**config.mk**
```make
export PLATFORM = sky130hd
export DESIGN_NAME = divide_32
export DESIGN_NICKNAME = d
export VERILOG_FILES = /design/src/rtl/divide_32.sv
export SDC_FILE = /design/constraint.sdc
export NUM_CORES = 1
export LEC_CHECK = 0
export CAP_MARGIN = 20
export CORE_MARGIN = 2
export CORE_UTILIZATION = 40
export CTS_CLUSTER_SIZE = 28
export DETAILED_ROUTE_END_ITERATION = 7
export GPL_TIMING_DRIVEN = 0
export SYNTH_ARGS = -nofsm -noshare
export SYNTH_HDL_FRONTEND = slang
export SYNTH_SLANG_ARGS = --single-unit
```
**constraint.sdc**
```tcl
create_clock -name clk -period 8.2 [get_ports clk]
set_input_delay 2.05 -clock clk [delete_from_list [all_inputs] [get_ports clk]]
set_output_delay 2.05 -clock clk [all_outputs]
set_load 0.01 [all_outputs]
```
**src/rtl/divide_32.sv**
```systemverilog
// rtl/divide_32.sv - iterative unsigned restoring divider, one quotient bit per clock
module divide_32 #(
  parameter int N = 32
) (
  input  logic         clk,
  input  logic         reset,
  input  logic         enable,
  input  logic [N-1:0] dividend,
  input  logic [N-1:0] divisor,
  output logic         ready,
  output logic [N-1:0] quotient,
  output logic [N-1:0] remainder,
  output logic         div_by_zero
);

  localparam int CW = $clog2(N + 1);

  typedef enum logic [1:0] {
    IDLE = 2'd0,
    BUSY = 2'd1,
    DONE = 2'd2
  } state_t;

  state_t        state;
  logic [N:0]    pr;
  logic [N-1:0]  sr;
  logic [N-1:0]  dr;
  logic [CW-1:0] cnt;

  logic [N:0]    pr_shift;
  logic [N:0]    pr_next;
  logic [N-1:0]  sr_next;
  logic          qbit;

  // One restoring step; the N+1-bit partial remainder makes the subtract overflow-free.
  always_comb begin
    pr_shift = {pr[N-1:0], sr[N-1]};
    qbit     = (pr_shift >= {1'b0, dr});
    pr_next  = qbit ? (pr_shift - {1'b0, dr}) : pr_shift;
    sr_next  = {sr[N-2:0], qbit};
  end

  always_ff @(posedge clk or posedge reset) begin
    if (reset) begin
      state       <= IDLE;
      ready       <= 1'b0;
      quotient    <= '0;
      remainder   <= '0;
      div_by_zero <= 1'b0;
      pr          <= '0;
      sr          <= '0;
      dr          <= '0;
      cnt         <= '0;
    end else begin
      case (state)
        IDLE: begin
          ready <= 1'b0;
          if (enable) begin
            if (divisor == '0) begin
              quotient    <= '1;
              remainder   <= dividend;
              div_by_zero <= 1'b1;
              ready       <= 1'b1;
              state       <= DONE;
            end else begin
              sr    <= dividend;
              dr    <= divisor;
              pr    <= '0;
              cnt   <= CW'(N);
              state <= BUSY;
            end
          end
        end
        BUSY: begin
          pr  <= pr_next;
          sr  <= sr_next;
          cnt <= cnt - CW'(1);
          // Last iteration: publish straight from the step result.
          if (cnt == CW'(1)) begin
            quotient    <= sr_next;
            remainder   <= pr_next[N-1:0];
            div_by_zero <= 1'b0;
            ready       <= 1'b1;
            state       <= DONE;
          end
        end
        DONE: begin
          if (!enable) begin
            ready <= 1'b0;
            state <= IDLE;
          end
        end
        default: begin
          ready <= 1'b0;
          state <= IDLE;
        end
      endcase
    end
  end

endmodule

```
==> Flow_metrics.wiki, run 1 <==
{| class="wikitable"
! Metric !! Value
|-
| Result of the run || completed
|-
| Maximum fanout count along the critical path || 10
|-
| Max-cap check violation count || 0
|-
| Endpoint type of the worst setup path || flop
|-
| Min Clock Period, post-route || 4870 ps
|-
| Wire length of the first global-routing pass || 42200 µm
|-
| Clock Pin Slew Worst Setup and Hold Paths || 80 ps
|-
| Number of port buffers || 132
|-
| Drt via density || 5.24
|-
| Type of the most critical hold path || flop to flop
|-
| DR pass1 iterations || 5
|-
| Number of synthesized flops with an enable pin || 0
|-
| Power share of the sequential group || 0.288
|-
| Most common library cell in the layout ignoring fill and taps || sky130_fd_sc_hd__nand2_1
|-
| Amount of wire on met3 after detailed routing || 1090 µm
|-
| Instance count of the mapped netlist || 1041
|-
| RSZ-0062 raised after global routing || false
|-
| Count of endpoints failing setup in the final report || 0
|-
| Final-layout fill cell count || 2194
|-
| Gpl congestion || 0.924
|-
| # DRC || 0
|-
| Synth Net Count || 1143
|-
| Worst setup path class || input port to flop
|-
| Number of synthesis warnings || 0
|-
| # hold bufs at CTS || 0
|-
| Power density over the cells || 460 nW/µm²
|-
| Synth Cell Area || 9330 µm²
|-
| Data required time at the worst endpoint || 8520 ps
|-
| Effective utilization at floorplan || 0.410
|-
| Total Routed Length || 26300 µm
|-
| Post-route clock period utilization || 0.594
|-
| P&R area growth vs syn || 24.9%
|-
| Critical path arrival || 5190 ps
|-
| Count of routing violations after the opening detailed-route iteration || 494
|-
| Sequential standard cell area || 4250 µm²
|-
| Vias after detailed routing || 7964
|-
| Highest signal layer in the routed design || met4
|-
| Count of antenna-violating nets left after detailed routing || 0
|-
| Leakage component of the power || 5.27 nW
|-
| Final design instance area without fill || 11700 µm²
|-
| Synth top area cells || sky130_fd_sc_hd__dfrtp_1, sky130_fd_sc_hd__nand2_1, sky130_fd_sc_hd__ha_1, sky130_fd_sc_hd__mux2_2, sky130_fd_sc_hd__o21ai_0
|-
| Worst R2R Setup Slack || 4540 ps
|-
| Maximum resistive drop on vdd || 0.157 mV
|-
| Die area || 24600 µm²
|-
| Resized cells post-CTS || 0
|-
| Vertical extent of the die || 157 µm
|-
| Net switching power || 0.00243 W
|-
| Seq cells post-synth || 170
|-
| Worst-path cell with the longest stage delay || sky130_fd_sc_hd__o2111ai_1
|-
| Clock sink count || 170
|-
| Antenna Diode Count || 0
|-
| Overall routing resource usage || 0.222
|-
| Die X || 157 µm
|-
| Chain of cells forming the critical path || clkdlybuf4s50_1 > nor4_1 > nand4_1 > o2111ai_1 > clkbuf_1 > mux2_2
|-
| Post-DP HPWL || 20500 µm
|-
| Total routed wire length on the met1 layer || 12800 µm
|-
| Area of the multi-input gates || 4590 µm²
|-
| Synth Flop Type || sky130_fd_sc_hd__dfrtp_1
|-
| Wire length per cell || 17.3 µm
|-
| Measured slew at the worst slew-check pin || 1010 ps
|-
| Cell taking the most area after synthesis || sky130_fd_sc_hd__dfrtp_1
|-
| Commonest cells after routing, fill and taps aside || sky130_fd_sc_hd__nand2_1, sky130_fd_sc_hd__dfrtp_1, sky130_fd_sc_hd__clkdlybuf4s50_1, sky130_fd_sc_hd__nor2_1, sky130_fd_sc_hd__o21ai_0
|-
| Cell row count || 55
|-
| DP Cell Count || 1487
|-
| Part of the power in the clock network || 0.150
|-
| Clock latency of the later-clocked register in the worst-skew pair || 440 ps
|-
| Maximum clock frequency || 205 MHz
|-
| Largest stage delay, worst path || 910 ps
|-
| Met2 wire length || 12000 µm
|-
| Internal power contribution || 0.00294 W
|-
| Worst slew slack as a fraction of its limit || 0.328
|-
| Final hold violation count || 0
|-
| Post-CTS setup buffers || 0
|-
| Final std cells w/o fill || 1519
|-
| Proportion of layout cells with a drive suffix above 1 || 0.0813
|-
| H-Tree Depth || 4
|-
| Congestion Overflow GR || 0
|-
| Kind of start point of the critical path || input port
|-
| Fin nets || 1295
|-
| Count of unique library cells instantiated by Yosys || 68
|-
| Total I/O pin count || 133
|-
| Area inside the core boundary || 22800 µm²
|-
| TritonCTS buffer count || 17
|-
| Vias in the first global route || 7855
|-
| Proportion of synthesized chip area in sequential cells || 0.456
|-
| Area share of the largest cell type after synthesis || 0.456
|-
| Cell at the root of the clock tree || sky130_fd_sc_hd__clkbuf_16
|-
| Net switching fraction of the power || 0.452
|-
| Worst Skew || 14.5 ps
|-
| Maximum number of pins on one net before global-route repair || 89
|-
| Clock tree from TritonCTS || built
|-
| Gate power share || 0.562
|-
| Antenna violations before repair || 0
|-
| Final max-slew violation count || 0
|-
| Mean area per synthesized cell || 8.96 µm²
|-
| Dpl cell area || 11100 µm²
|-
| Maximum clock insertion buffer count || 2
|-
| Post-synth ARST share || 1.00
|}
-- critical path, delay by kind of cell --
kind	cells	cell delay, ps
AND/OR/NAND/NOR	2	850
multiplexers	1	400
AO/OA/AOI/OAI	1	910
buffers and inverters	2	980
-- Yosys cell counts (all sizes together) (2+ instances only) --
master  number
inv         55
nor2        90
mux2i       19
a21oi       41
nand2      223
o211ai       5
nor3        11
xnor2       16
a21o        14
and3         5
a31oi       54
a211oi       5
a221oi       2
a32oi        3
mux2        43
and2         2
nand4       11
o21bai       6
o221ai      12
dfrtp      170
nand2b       4
buf         16
nor2b        4
o22ai        2
o21ai       77
a311oi       3
a211o        3
a21boi       2
xor2         9
nand3        7
nor4        10
o21a         9
clkbuf      43
or3          9
o31ai        3
or2          3
ha          34
-- kinds of logic after synthesis --
group | count (synthesis) | share of synthesized area
and+or+nand+nor | 385 | 0.176
adders and majority gates | 35 | 0.0477
xor gates and xnor gates | 25 | 0.0235
DFF | 170 | 0.456
buffers and inverters | 114 | 0.0519
AOI/OAI and AO/OA | 250 | 0.169
muxes | 62 | 0.0755
-- worst paths after layout --
check	start	endpoint	cells after the start
worst max-delay path	divisor[7]	dr[2]$_DFFE_PP0P_	6
worst min-delay path	quotient[26]$_DFFE_PP0P_	quotient[26]$_DFFE_PP0P_	2
worst max register to register	sr[31]$_DFFE_PP0P_	remainder[26]$_DFFE_PP0P_	13
worst min register to register	quotient[26]$_DFFE_PP0P_	quotient[26]$_DFFE_PP0P_	2
max in group asynchronous	reset	dr[23]$_DFFE_PP0P_	3
min in group asynchronous	reset	quotient[8]$_DFFE_PP0P_	2
-- power by group through the flow --
stage          logic [W]  registers (W)  clock network (W)
2_1_floorplan    0.00199        0.00154                  0
3_3_place_gp     0.00298        0.00155                  0
3_5_place_dp     0.00302        0.00156                  0
4_1_cts          0.00302        0.00154           0.000813
5_1_grt          0.00337        0.00160           0.000847
6_report         0.00302        0.00154           0.000806
-- cell type report --
class	count	share of cell area
multi-input cells	757	0.394
well taps	313	0.0336
repair buffers	133	0.116
clock buffers	18	0.0368
plain buffers	59	0.0238
inverters	55	0.0184
clock inverters	14	0.0127
flip-flops and latches	170	0.365
-- state kept, by name, summed over array words and instances (netlist names) --
name and count:
quotient 32, cnt 6, dr 32, div_by_zero 1, state 2, remainder 32
pr 32, ready 1, sr 32
-- layer usage --
metal  up-vias  global-route usage
met4         0              0.0620
li1       3934                   -
met3        28              0.0299
met5         -                   0
met1      3806               0.313
met2       196               0.359
-- through the flow --
step | hold slack, ps | power, W | setup WS [ps] | utilization | setup TNS, ps
after floorplan | 465 | 0.00353 | 1550 | - | 0
after global placement | 451 | 0.00453 | -930 | 0.485 | -155150
after detailed placement | 456 | 0.00457 | 2810 | 0.486 | 0
after CTS | 474 | 0.00538 | 3270 | 0.512 | 0
after global routing | 491 | 0.00581 | 3210 | 0.512 | 0
final | 467 | 0.00537 | 3330 | 0.512 | 0
(Power assumes the default switching activity.)
==> run 2: changes to the inputs <==
- clock period: 8.2 -> 4.45 ns (I/O delays scaled with it)
==> run 2 against run 1 <==
Effect of this change: power is 84% higher; die area stayed put; utilization is 0.24 points higher; sequential power is 84% higher; cell count is 0.20% higher; hold slack worse by 3.3 ps; clock skew is 6.0 ps lower; combinational power is 84% higher; worst setup slack worse by 2800 ps; critical path depth stayed put.
==> Flow_metrics.wiki, run 2 (synthesis results as in run 1) <==
{| class="wikitable"
! Metric !! Value
|-
| Result of the run || completed
|-
| DP Cell Count || 1490 (+0.20%)
|-
| Count of routing violations after the opening detailed-route iteration || 477 (-3.4%)
|-
| Internal power contribution || 0.00543 W (+85%)
|-
| Gpl congestion || 0.922 (-0.25%)
|-
| Reg2Reg Launch Point || sr[31]$_DFFE_PP0P_
|-
| Worst-case reg-to-reg path depth || 13 (unchanged)
|-
| Maximum fanout count along the critical path || 10 (unchanged)
|-
| Area inside the core boundary || 22800 µm² (unchanged)
|-
| Worst-path cell with the longest stage delay || sky130_fd_sc_hd__o2111ai_1
|-
| Clock sink count || 170 (unchanged)
|-
| Total Routed Length || 26500 µm (+0.62%)
|-
| TritonCTS buffer count || 17 (unchanged)
|-
| Sequential standard cell area || 4250 µm² (unchanged)
|-
| Clock latency of the later-clocked register in the worst-skew pair || 440 ps (about the same)
|-
| Final hold violation count || 0 (unchanged)
|-
| Power density over the cells || 845 nW/µm² (+83%)
|-
| Congestion Overflow GR || 0 (unchanged)
|-
| Largest stage delay, worst path || 870 ps (-40 ps)
|-
| Total Neg Setup Slack || 0 ps (unchanged)
|-
| Critical path arrival || 4190 ps (-1000 ps)
|-
| Total design power || 0.00989 W (+84%)
|-
| Maximum clock insertion buffer count || 2 (unchanged)
|-
| Data required time at the worst endpoint || 4770 ps (-3750 ps)
|-
| Worst slew slack as a fraction of its limit || 0.358 (+0.0306)
|-
| Worst R2R Setup Slack || 810 ps (-3730 ps)
|-
| Final std cells w/o fill || 1522 (+0.20%)
|-
| Clock Pin Slew Worst Setup and Hold Paths || 70 ps (about the same)
|-
| Fin util || 0.514 (+0.00236)
|-
| Vias after detailed routing || 7999 (+0.44%)
|-
| Type of the most critical hold path || flop to flop
|-
| H-Tree Depth || 4 (unchanged)
|-
| Critical path's top delay family || buffers and inverters
|-
| RSZ-0062 raised after global routing || false
|-
| Count of endpoints failing setup in the final report || 0 (unchanged)
|-
| Wire length per cell || 17.4 µm (+0.42%)
|-
| Antenna Diode Count || 0 (unchanged)
|-
| Die area || 24600 µm² (unchanged)
|-
| Worst Hold Depth || 2 (unchanged)
|-
| Reg-to-reg endpoint || remainder[24]$_DFFE_PP0P_
|-
| Vias in the first global route || 7744 (-1.4%)
|-
| Die X || 157 µm (unchanged)
|-
| Part of the power in the clock network || 0.149 (about the same)
|-
| Maximum number of pins on one net before global-route repair || 41 (-54%)
|-
| Net switching power || 0.00446 W (+84%)
|-
| # hold bufs at CTS || 0 (unchanged)
|-
| DR pass1 iterations || 5 (unchanged)
|-
| Number of port buffers || 132 (unchanged)
|-
| Maximum clock frequency || 258 MHz
|-
| Total I/O pin count || 133 (unchanged)
|-
| Resized cells post-CTS || 0 (unchanged)
|-
| Clock tree from TritonCTS || built
|-
| Cell row count || 55 (unchanged)
|-
| Worst Skew || 8.50 ps (-5.98 ps)
|-
| Measured slew at the worst slew-check pin || 961 ps (-45.8 ps)
|-
| Post-CTS setup buffers || 0 (unchanged)
|-
| Maximum resistive drop on vdd || 0.308 mV (+96%)
|-
| Gate power share || 0.564 (+0.002)
|-
| Effective utilization at floorplan || 0.410 (unchanged)
|-
| Final-layout fill cell count || 2192 (-0.091%)
|-
| Chain of cells forming the critical path || clkdlybuf4s50_1 > nor4_1 > nand4_1 > o2111ai_1 > clkbuf_1 > mux2_2
|-
| Commonest cells after routing, fill and taps aside || sky130_fd_sc_hd__nand2_1, sky130_fd_sc_hd__dfrtp_1, sky130_fd_sc_hd__clkdlybuf4s50_1, sky130_fd_sc_hd__nor2_1, sky130_fd_sc_hd__o21ai_0
|-
| Most common library cell in the layout ignoring fill and taps || sky130_fd_sc_hd__nand2_1
|-
| # DRC || 0 (unchanged)
|-
| Overall routing resource usage || 0.224 (+0.00214)
|-
| Min Clock Period, post-route || 3870 ps
|-
| Count of antenna-violating nets left after detailed routing || 0 (unchanged)
|-
| Sum of buffers and inverters on the critical path || 2 (unchanged)
|-
| Post-DP HPWL || 20800 µm (+1.2%)
|-
| Power share of the sequential group || 0.287 (about the same)
|-
| Proportion of layout cells with a drive suffix above 1 || 0.0835 (+0.00228)
|-
| Wire length of the first global-routing pass || 42400 µm (+0.61%)
|-
| P&R area growth vs syn || 25.5%
|-
| Drt via density || 5.26 (+0.24%)
|-
| Post-route clock period utilization || 0.870
|-
| Hold path endpoint || quotient[8]$_DFFE_PP0P_
|-
| Leakage component of the power || 5.30 nW (+0.54%)
|-
| Fin nets || 1298 (+0.23%)
|-
| Worst setup path class || input port to flop
|-
| Antenna violations before repair || 0 (unchanged)
|-
| Vertical extent of the die || 157 µm (unchanged)
|-
| Endpoint type of the worst setup path || flop
|-
| Max-cap check violation count || 0 (unchanged)
|-
| Launch point of the worst hold path || quotient[8]$_DFFE_PP0P_
|-
| Final max-slew violation count || 0 (unchanged)
|-
| Area of the multi-input gates || 4590 µm² (unchanged)
|-
| Cell at the root of the clock tree || sky130_fd_sc_hd__clkbuf_16
|-
| Kind of start point of the critical path || input port
|-
| Tightest hold margin || 464 ps (-3.28 ps)
|-
| Net switching fraction of the power || 0.451 (-0.00113)
|}
[run 2: changes by cell type in the layout (fill, tap and decap cells not counted), sizes merged]
cell,previous run,this run
clkinvlp,2,1
inv,63,62
clkinv,4,6
buf,17,20
[run 2: through the flow]
step	worst slack, ps	area, µm²
4_1_cts	517	11700
5_1_grt	374	11700
6_report	578	11700
3_5_place_dp	56.4	11100
2_1_floorplan	1170	9330
3_3_place_gp	-331	11000
[run 2: layer usage]
layer,wire (µm),global-route usage,up-vias
met5,0,0,-
li1,-,-,3949
met4,403,0.0564,0
met3,1350,0.0343,26
met2,12300,0.363,223
met1,12400,0.315,3801
[run 2: area by class of cell]
cell class                 count  share of cell area
tap                          313              0.0335
inverter                      55              0.0180
clock buffer                  18              0.0367
buffer                        59              0.0237
clock inverter                14              0.0130
multi-input combinational    757               0.392
timing repair buffer         136               0.120
sequential                   170               0.363
[run 2: worst register-to-register path, cell delays in order (launching register included)]
cell	delay (ps)
sky130_fd_sc_hd__dfrtp_1	380
sky130_fd_sc_hd__inv_1	140
sky130_fd_sc_hd__ha_1	190
sky130_fd_sc_hd__inv_1	60
sky130_fd_sc_hd__fa_1	400
sky130_fd_sc_hd__a21o_1	210
sky130_fd_sc_hd__a221oi_1	520
sky130_fd_sc_hd__o21a_1	290
sky130_fd_sc_hd__o32ai_1	110
sky130_fd_sc_hd__a211oi_1	530
sky130_fd_sc_hd__xnor2_1	180
sky130_fd_sc_hd__nand2_1	60
sky130_fd_sc_hd__mux2_2	320
sky130_fd_sc_hd__a31oi_1	170
[run 2: worst max path at each step]
stage                     slack [ps]            endpoint        from  depth (start not counted)
after floorplan                 1170  cnt[0]$_DFFE_PP0P_       reset                          1
after global placement          -330  dr[26]$_DFFE_PP0P_       reset                          2
after detailed placement          60   dr[6]$_DFFE_PP0P_  divisor[8]                          6
after CTS                        520   dr[6]$_DFFE_PP0P_  divisor[8]                          6
after global routing             370   dr[6]$_DFFE_PP0P_  divisor[8]                          6
final                            580   dr[6]$_DFFE_PP0P_  divisor[7]                          6
[run 2: power groups by stage]
stage	Clock, W	Combinational [W]	Sequential, W
CTS	0.00150	0.00559	0.00284
finish	0.00147	0.00557	0.00284
detailed placement	0	0.00557	0.00286
global route	0.00157	0.00623	0.00295
global placement	0	0.00549	0.00285
floorplan	0	0.00366	0.00284
==> run 3: changes to the inputs <==
- CORE_MARGIN: 2 -> unset
==> run 3 against run 2 <==
Effect of this change: first-iteration DRC count shrank 1.3%; utilization grew 0.11 points; combinational power is essentially flat; global-route usage grew 0.56 points; maximum frequency shrank 3.6%; count of clock-buffer cells in the layout is the same; register-to-register slack lost 80 ps; via count grew 0.36%; flip-flop and latch count is the same; cell count is essentially flat; power grew 0.20%; critical endpoint is now dr[3]$_DFFE_PP0P_.
==> Flow_metrics.wiki, run 3 (synthesis results as in run 1) <==
{| class="wikitable"
! Metric !! Value
|-
| Critical path's top delay family || buffers and inverters
|-
| Worst-case reg-to-reg path depth || 13 (unchanged)
|-
| Wire length of the first global-routing pass || 43000 µm (+1.3%)
|-
| Clock tree from TritonCTS || built
|-
| Post-route clock period utilization || 0.902 (+0.0322)
|-
| Post-DP HPWL || 20900 µm (+0.39%)
|-
| Sum of buffers and inverters on the critical path || 2 (unchanged)
|-
| Maximum clock frequency || 249 MHz (-3.6%)
|-
| Max-cap check violation count || 0 (unchanged)
|-
| Overall routing resource usage || 0.230 (+0.00564)
|-
| Fin nets || 1299 (+0.077%)
|-
| Critical path destination || dr[3]$_DFFE_PP0P_
|-
| Measured slew at the worst slew-check pin || 1010 ps (+50.3 ps)
|-
| Critical path depth in cells || 6 (unchanged)
|-
| Clock Pin Slew Worst Setup and Hold Paths || 70 ps (about the same)
|-
| H-Tree Depth || 4 (unchanged)
|-
| # hold bufs at CTS || 0 (unchanged)
|-
| Commonest cells after routing, fill and taps aside || sky130_fd_sc_hd__nand2_1, sky130_fd_sc_hd__dfrtp_1, sky130_fd_sc_hd__clkdlybuf4s50_1, sky130_fd_sc_hd__nor2_1, sky130_fd_sc_hd__o21ai_0
|-
| Worst slew slack as a fraction of its limit || 0.325 (-0.0336)
|-
| Final-layout fill cell count || 2167 (-1.1%)
|-
| Final std cells w/o fill || 1523 (+0.066%)
|-
| Cell row count || 55 (unchanged)
|-
| Proportion of layout cells with a drive suffix above 1 || 0.0851 (+0.00158)
|-
| Clock sink count || 170 (unchanged)
|-
| Reg-to-reg endpoint || remainder[24]$_DFFE_PP0P_
|-
| Leakage component of the power || 5.31 nW (+0.11%)
|-
| Die X || 155 µm (-1.3%)
|-
| Congestion Overflow GR || 0 (unchanged)
|-
| Fin util || 0.515 (+0.00110)
|-
| TritonCTS buffer count || 17 (unchanged)
|-
| Worst setup path class || input port to flop
|-
| # DRC || 0 (unchanged)
|-
| Critical path arrival || 4330 ps (+140 ps)
|-
| Vertical extent of the die || 155 µm (-1.3%)
|-
| Drt via density || 5.27 (+0.30%)
|-
| Count of routing violations after the opening detailed-route iteration || 471 (-1.3%)
|-
| Maximum number of pins on one net before global-route repair || 40 (-2.4%)
|-
| Wire length per cell || 17.3 µm (-0.51%)
|-
| Result of the run || completed
|-
| Worst Skew || 10.5 ps (+2.04 ps)
|-
| Number of port buffers || 132 (unchanged)
|-
| DR pass1 iterations || 5 (unchanged)
|-
| Worst-path cell with the longest stage delay || sky130_fd_sc_hd__o2111ai_1
|-
| P&R area growth vs syn || 25.8%
|-
| Clock latency of the later-clocked register in the worst-skew pair || 440 ps (about the same)
|-
| Count of endpoints failing setup in the final report || 0 (unchanged)
|-
| Final hold violation count || 0 (unchanged)
|-
| Power density over the cells || 845 nW/µm² (about the same)
|-
| Maximum resistive drop on vdd || 0.308 mV (about the same)
|-
| Type of the most critical hold path || flop to flop
|-
| Chain of cells forming the critical path || clkdlybuf4s50_1 > nor4_1 > nand4_1 > o2111ai_1 > clkbuf_1 > mux2_2
|-
| Min Clock Period, post-route || 4020 ps (+143 ps)
|-
| DP Cell Count || 1491 (+0.067%)
|-
| Die area || 23900 µm² (-2.5%)
|-
| Worst R2R Setup Slack || 730 ps (-80 ps)
|-
| Most common library cell in the layout ignoring fill and taps || sky130_fd_sc_hd__nand2_1
|-
| Maximum fanout count along the critical path || 10 (unchanged)
|-
| Largest stage delay, worst path || 910 ps (+40 ps)
|-
| Area inside the core boundary || 22800 µm² (unchanged)
|-
| Total Routed Length || 26400 µm (-0.44%)
|-
| Total I/O pin count || 133 (unchanged)
|-
| Antenna violations before repair || 0 (unchanged)
|-
| Count of antenna-violating nets left after detailed routing || 0 (unchanged)
|-
| Maximum clock insertion buffer count || 2 (unchanged)
|-
| Effective utilization at floorplan || 0.410 (unchanged)
|-
| RSZ-0062 raised after global routing || false
|-
| Launch point of the worst path || divisor[7]
|-
| Vias in the first global route || 7884 (+1.8%)
|-
| Cell at the root of the clock tree || sky130_fd_sc_hd__clkbuf_16
|-
| Reg2Reg Launch Point || sr[31]$_DFFE_PP0P_
|-
| Resized cells post-CTS || 0 (unchanged)
|-
| Final max-slew violation count || 0 (unchanged)
|-
| Endpoint type of the worst setup path || flop
|-
| Vias after detailed routing || 8028 (+0.36%)
|-
| Post-CTS setup buffers || 0 (unchanged)
|-
| Gpl congestion || 0.919 (-0.33%)
|-
| Kind of start point of the critical path || input port
|-
| Antenna Diode Count || 0 (unchanged)
|-
| Data required time at the worst endpoint || 4770 ps (about the same)
|}
-- run 3: cell count changes in the layout (fill, tap and decap cells not counted), sizes merged --
cell,before,now
clkinv,6,4
buf,20,21
clkinvlp,1,3
-- run 3: how the worst min path moves through the flow --
stage / startpoint / endpoint / slack (ps) / depth (start not counted)
6_report: quotient[14]$_DFFE_PP0P_ / quotient[14]$_DFFE_PP0P_ / 470 / 2
3_5_place_dp: quotient[25]$_DFFE_PP0P_ / quotient[25]$_DFFE_PP0P_ / 460 / 2
5_1_grt: quotient[27]$_DFFE_PP0P_ / quotient[27]$_DFFE_PP0P_ / 480 / 2
2_1_floorplan: sr[0]$_DFFE_PP0P_ / sr[0]$_DFFE_PP0P_ / 470 / 2
3_3_place_gp: quotient[16]$_DFFE_PP0P_ / quotient[16]$_DFFE_PP0P_ / 450 / 2
4_1_cts: quotient[17]$_DFFE_PP0P_ / quotient[17]$_DFFE_PP0P_ / 470 / 2
-- run 3: cell type report --
class / count / area (µm²) / share of cell area
inverter: 55 / 210 / 0.0179
clock buffer: 18 / 439 / 0.0374
multi-input combinational: 757 / 4590 / 0.391
timing repair buffer: 137 / 1420 / 0.121
buffer: 59 / 278 / 0.0237
sequential: 170 / 4250 / 0.363
tap: 313 / 392 / 0.0334
clock inverter: 14 / 148 / 0.0126
-- run 3: tightest hold or removal path, delay by kind of cell (launching register included) --
kind	cells	cell delay [ps]
flip-flops	1	340
AND/OR/NAND/NOR	2	100
-- run 3: routing by layer --
layer	routed length, µm	vias up	track usage
li1	-	3942	-
met1	12500	3841	0.325
met2	12200	220	0.367
met3	1300	25	0.0384
met4	371	0	0.0566
met5	0	-	0
-- run 3: stage by stage --
stage / instance area [µm²] / worst slack [ps] / setup TNS, ps / hold slack [ps] / power (W)
2_1_floorplan: 9330 / 1170 / 0 / 465 / 0.00650
3_3_place_gp: 11000 / -338 / -55230 / 449 / 0.00833
3_5_place_dp: 11100 / 14.4 / 0 / 456 / 0.00844
4_1_cts: 11700 / 476 / 0 / 473 / 0.00994
5_1_grt: 11700 / 352 / 0 / 483 / 0.0107
6_report: 11700 / 434 / 0 / 467 / 0.00991
-- run 3: power breakdown --
group	internal [W]	switching, W	total, W
logic	0.00236	0.00322	0.00558
registers	0.00231	0.000532	0.00284
clock network	0.000765	0.000721	0.00149
total	0.00544	0.00447	0.00991
